`src/rtl/fifo_burst_reader.sv`:
```
// fifo_burst_reader
//   Read-domain consumer for the asynchronous FIFO. On an accepted start it
//   pulls burst_len words out of the FIFO one at a time via ren/rack, parks
//   them in a 2-entry skid buffer, and streams them out on a valid/ready port.
//   A running XOR checksum and word count are kept for the current burst.
//   If the FIFO fails to acknowledge within TIMEOUT cycles the burst aborts
//   with a sticky error; words already captured still drain.
//
// Ports
//   rclk, rrst_n           read clock, synchronous active-low reset
//   start, burst_len       burst request (sampled in IDLE only) and length
//   rempty, rack, rdata    FIFO empty flag, read acknowledge, read data
//   ren                    FIFO read enable, one pulse per word
//   out_data, out_valid    skid buffer head / non-empty
//   out_ready              downstream accept
//   busy, done, error      status: not idle, completion pulse, sticky timeout
//   rd_count, checksum     words captured / XOR of captured words this burst
module fifo_burst_reader #(
    parameter int DATASIZE = 8,
    parameter int BURSTW   = 8,
    parameter int TIMEOUT  = 8
) (
    input  logic                rclk,
    input  logic                rrst_n,
    input  logic                start,
    input  logic [BURSTW-1:0]   burst_len,
    input  logic                rempty,
    input  logic                rack,
    input  logic [DATASIZE-1:0] rdata,
    output logic                ren,
    output logic [DATASIZE-1:0] out_data,
    output logic                out_valid,
    input  logic                out_ready,
    output logic                busy,
    output logic                done,
    output logic                error,
    output logic [BURSTW-1:0]   rd_count,
    output logic [DATASIZE-1:0] checksum
);

    localparam int TW = (TIMEOUT > 1) ? $clog2(TIMEOUT) : 1;
    localparam logic [TW-1:0] TLAST = TW'(TIMEOUT - 1);

    typedef enum logic [2:0] {
        ST_IDLE,
        ST_ISSUE,
        ST_REQ,
        ST_WAIT,
        ST_DRAIN,
        ST_DONE
    } state_t;

    state_t state, state_next;

    logic [BURSTW-1:0]   len_q;
    logic [TW-1:0]       tcnt;
    logic [DATASIZE-1:0] sbuf [2];
    logic                rd_ptr;
    logic                wr_ptr;
    logic [1:0]          occ;
    logic [1:0]          occ_next;

    logic push;
    logic pop;
    logic take_start;
    logic last_word;
    logic timeout;

    // Datapath strobes
    always_comb begin
        push       = (state == ST_WAIT) && rack;
        pop        = out_valid && out_ready;
        take_start = (state == ST_IDLE) && start;
        last_word  = (rd_count + BURSTW'(1)) == len_q;
        // tcnt counts WAIT cycles from 0, so TLAST marks the TIMEOUT-th one
        timeout    = (state == ST_WAIT) && !rack && (tcnt == TLAST);

        occ_next = occ;
        case ({push, pop})
            2'b10:   occ_next = occ + 2'd1;
            2'b01:   occ_next = occ - 2'd1;
            default: occ_next = occ;
        endcase
    end

    // Next-state logic
    always_comb begin
        state_next = state;
        case (state)
            ST_IDLE: begin
                if (start) begin
                    if (burst_len != '0) state_next = ST_ISSUE;
                    else                 state_next = ST_DONE;
                end
            end
            // Only request when the FIFO has data and there is room for the
            // word; this is what keeps a push from ever hitting a full buffer.
            ST_ISSUE: begin
                if (!rempty && (occ < 2'd2)) state_next = ST_REQ;
            end
            ST_REQ: state_next = ST_WAIT;
            ST_WAIT: begin
                if (rack)         state_next = last_word ? ST_DRAIN : ST_ISSUE;
                else if (timeout) state_next = ST_DRAIN;
            end
            // Look at post-pop occupancy so done follows the final pop by one cycle
            ST_DRAIN: begin
                if (occ_next == 2'd0) state_next = ST_DONE;
            end
            ST_DONE: state_next = ST_IDLE;
            default: state_next = ST_IDLE;
        endcase
    end

    always_ff @(posedge rclk) begin
        if (!rrst_n) state <= ST_IDLE;
        else         state <= state_next;
    end

    // ren is a flop so it is a clean one-cycle pulse coinciding with REQ
    always_ff @(posedge rclk) begin
        if (!rrst_n) ren <= 1'b0;
        else         ren <= (state_next == ST_REQ);
    end

    always_ff @(posedge rclk) begin
        if (!rrst_n) begin
            occ      <= '0;
            rd_ptr   <= 1'b0;
            wr_ptr   <= 1'b0;
            sbuf[0]  <= '0;
            sbuf[1]  <= '0;
            len_q    <= '0;
            tcnt     <= '0;
            rd_count <= '0;
            checksum <= '0;
            error    <= 1'b0;
        end else begin
            occ <= occ_next;

            if (push) begin
                sbuf[wr_ptr] <= rdata;
                wr_ptr       <= ~wr_ptr;
                rd_count     <= rd_count + BURSTW'(1);
                checksum     <= checksum ^ rdata;
            end

            if (pop) rd_ptr <= ~rd_ptr;

            // Counter is held at zero outside WAIT, so it restarts on every entry
            tcnt <= (state == ST_WAIT) ? tcnt + TW'(1) : '0;

            if (take_start) begin
                error <= 1'b0;
                if (burst_len != '0) begin
                    len_q    <= burst_len;
                    rd_count <= '0;
                    checksum <= '0;
                end
            end else if (timeout) begin
                error <= 1'b1;
            end
        end
    end

    assign out_data  = sbuf[rd_ptr];
    assign out_valid = (occ != 2'd0);
    assign busy      = (state != ST_IDLE);
    assign done      = (state == ST_DONE);

endmodule
```
`config.mk`:
```
export PLATFORM = sky130hd
export DESIGN_NAME = fifo_burst_reader
export DESIGN_NICKNAME = d
export VERILOG_FILES = /design/src/rtl/fifo_burst_reader.sv
export SDC_FILE = /design/constraint.sdc
export NUM_CORES = 1
export LEC_CHECK = 0
export ABC_CLOCK_PERIOD_IN_PS = 2600
export BUFFER_PORTS_ARGS = -buffer_cell sky130_fd_sc_hd__buf_2
export CORE_MARGIN = 5
export CORE_UTILIZATION = 25
export CTS_BUF_LIST = sky130_fd_sc_hd__clkbuf_4
export DETAILED_ROUTE_END_ITERATION = 7
export PLACE_DENSITY = 0.38
export SKIP_CTS_REPAIR_TIMING = 1
export SYNTH_ARGS = -nofsm -noshare
export SYNTH_HDL_FRONTEND = slang
export SYNTH_SLANG_ARGS = --single-unit
```
`constraint.sdc`:
```
create_clock -name rclk -period 2.6 [get_ports rclk]
set_input_delay 0.78 -clock rclk [delete_from_list [all_inputs] [get_ports rclk]]
set_output_delay 0.78 -clock rclk [all_outputs]
set_load 0.005 [all_outputs]
```
==> metrics.cfg <==
[clocking]
cts_tree = yes
numCtsBuffers = 5
cts_sinks = 53
htreeDepth = 2
root_buffer = clkbuf_4
clkSlewWorstSetupHoldPaths_ps = 160
cts_max_path_buffers = 2
clock_latency_ps = 370

[critical_path]
start_kind = register
cp.arrival_ps = 1500
critPathMaxFanout = 8
cpPeakStageDelay_ps = 600
worst_path_max_delay_cell = dfxtp_1
crit_path_end_kind = output pin
worstSetupPathType = register to output pin
r2r_slack_ps = 490
path_cells = mux2_2, buf_2
crit_required_ps = 1820

[run]
drv_cap = 0

[timing]
fin_crit_ps = 2283
fin_worst_skew_ps = 11.69
tightest_slew_ps = 800.1
period_share_pct = 87.80
clock.fmax_mhz = 438.1
maxSlewViolCount = 0
setup_viol = 0
hold_viol = 0
relSlewSlack_pct = 46.55
timing.hold.ws_ps = 430.0
rsz0062_at_grt = no
tns_ps = 0

[power_and_ir_drop]
power.leakage_nw = 1.217
power_density_nw_per_um2 = 479.3
vdd_ir_drop_max_mv = 0.1637
total_power_mw = 1.459

[grt]
grt_use_total_pct = 9.725
grt_start_max_net_pins = 26
overflow = 0
grt_pass1_vias = 1921
grt_pass1_wl_um = 9894
antenna_found_initial = 0

[layout]
diodes = 0
fin_cells = 443
layout-drive-gt1-share_pct = 27.36
nNetsFinal = 332
final_area_um2 = 3044
syn_to_final_growth_pct = 18.34

[place]
place_inst = 435
post-dp-hpwl_um = 4345
place_congestion = 0.7028
numPortBuffers = 50
placed_cell_area_um2 = 2982

[outcome]
outcome = finished, final reports clean

[synthesis]
yosysUniqueCellTypes = 50
yosysMostFrequentCell = dfxtp_1
synth-async-reset-ratio_pct = 0
seq_area_frac_synth_pct = 47.47
synth_edf_count = 16
synth_area_um2 = 2572
synth_top_cell_by_area = dfxtp_1
syn_avg_cell_area_um2 = 10.25
synthTopCellsByArea = dfxtp_1 (29%), edfxtp_1 (19%), and2_1 (5.1%)
synth_top_area_share_pct = 28.79
yosys_register_bits = 53
synth.top_cells.by_count = dfxtp_1 (37), nor2_1 (27), and2_1 (21), nand2_1 (19), edfxtp_1 (16)
syn-instance-count = 251
yosysWarnings = 0
synth_flop_cell = dfxtp_1
synth_nets = 277

[route]
vias_per_cell = 4.239
wl_um = 5948
drt_pass1_iterations = 4
drc = 0
avgRoutedWirePerCell_um = 13.43
vias = 1878
drtIter0Drc = 67
ant_nets = 0

[hold_path]
hold_path_class = register to register

[floorplanning]
num_rows = 37
io-pin-count = 51
dieArea_um2 = 12420
die-width_um = 111.4
start_util_pct = 25.26
coreArea_um2 = 10180
die_height_um = 111.4

-- per-stage QoR --
stage	utilization, %	setup WS (ps)
2_1_floorplan	-	318.6
3_3_place_gp	29.28	296.5
3_5_place_dp	29.28	283.8
4_1_cts	29.89	256.3
5_1_grt	29.89	190.9
6_report	29.89	317.2
-- kinds of logic after synthesis --
logic type / share of synthesized area, %
muxes: 6.226
DFF: 47.47
AOI/OAI and AO/OA: 8.804
and+or+nand+nor: 22.28
xor gates and xnor gates: 9.193
buffers and inverters: 4.086
adders and majority gates: 1.946
-- routing by layer --
metal,part of all wire (%),track usage (%)
met1,51,13.01
met2,44,15.64
met3,4.5,2.880
met4,0.94,2.028
met5,0,0
-- final timing paths --
path	from	endpoint	cells after the start
setup reg to reg	state[0]	state[0]	9
hold reg to reg	tcnt[0]	tcnt[0]	1
setup / recovery	register	out_data[2]	2
hold / removal	tcnt[0]	tcnt[0]	1
-- sequential cells by signal, indices dropped and copies added (netlist names), named ones only --
signal / cells
len_q: 8
occ: 2
rd_ptr: 1
checksum: 8
ren: 1
rd_count: 8
tcnt: 3
sbuf: 16
state: 3
wr_ptr: 1
error: 1
-- critical path: cells and delay by family (launching register included) --
family | cells | cell delay [ps]
flops | 1 | 600
buf+inv | 1 | 130
mux | 1 | 400
-- area by class of cell --
class                      count  area, µm²
multi-input combinational    181       1246
fill                        1113       7141
timing repair buffer          60      325.3
sequential                    53       1221
inverter                       5      18.77
clock inverter                 3      25.02
clock buffer                   5      37.54
tap                          136      170.2
-- cells in the final DEF (no fill, tap or decap), drive strengths merged, types with 5 or more instances in the layout --
cell type | synthesis | layout
buf | 9 | 60
dfxtp | 37 | 37
nor2 | 27 | 27
and2 | 21 | 21
nand2 | 19 | 19
edfxtp | 16 | 16
xor2 | 15 | 15
xnor2 | 12 | 12
nor2b | 11 | 11
mux2 | 8 | 8
mux2i | 7 | 7
inv | 5 | 6
o21ai | 5 | 5
a21oi | 5 | 5
clkbuf | 3 | 5
-- where the power goes --
group	internal, mW	total, mW	switching, mW
sequential	0.876	0.896	0.0194
clock	0.111	0.399	0.288
combinational	0.0797	0.164	0.0848
total	1.07	1.46	0.392
No activity file was read; power rests on OpenSTA's default activity.
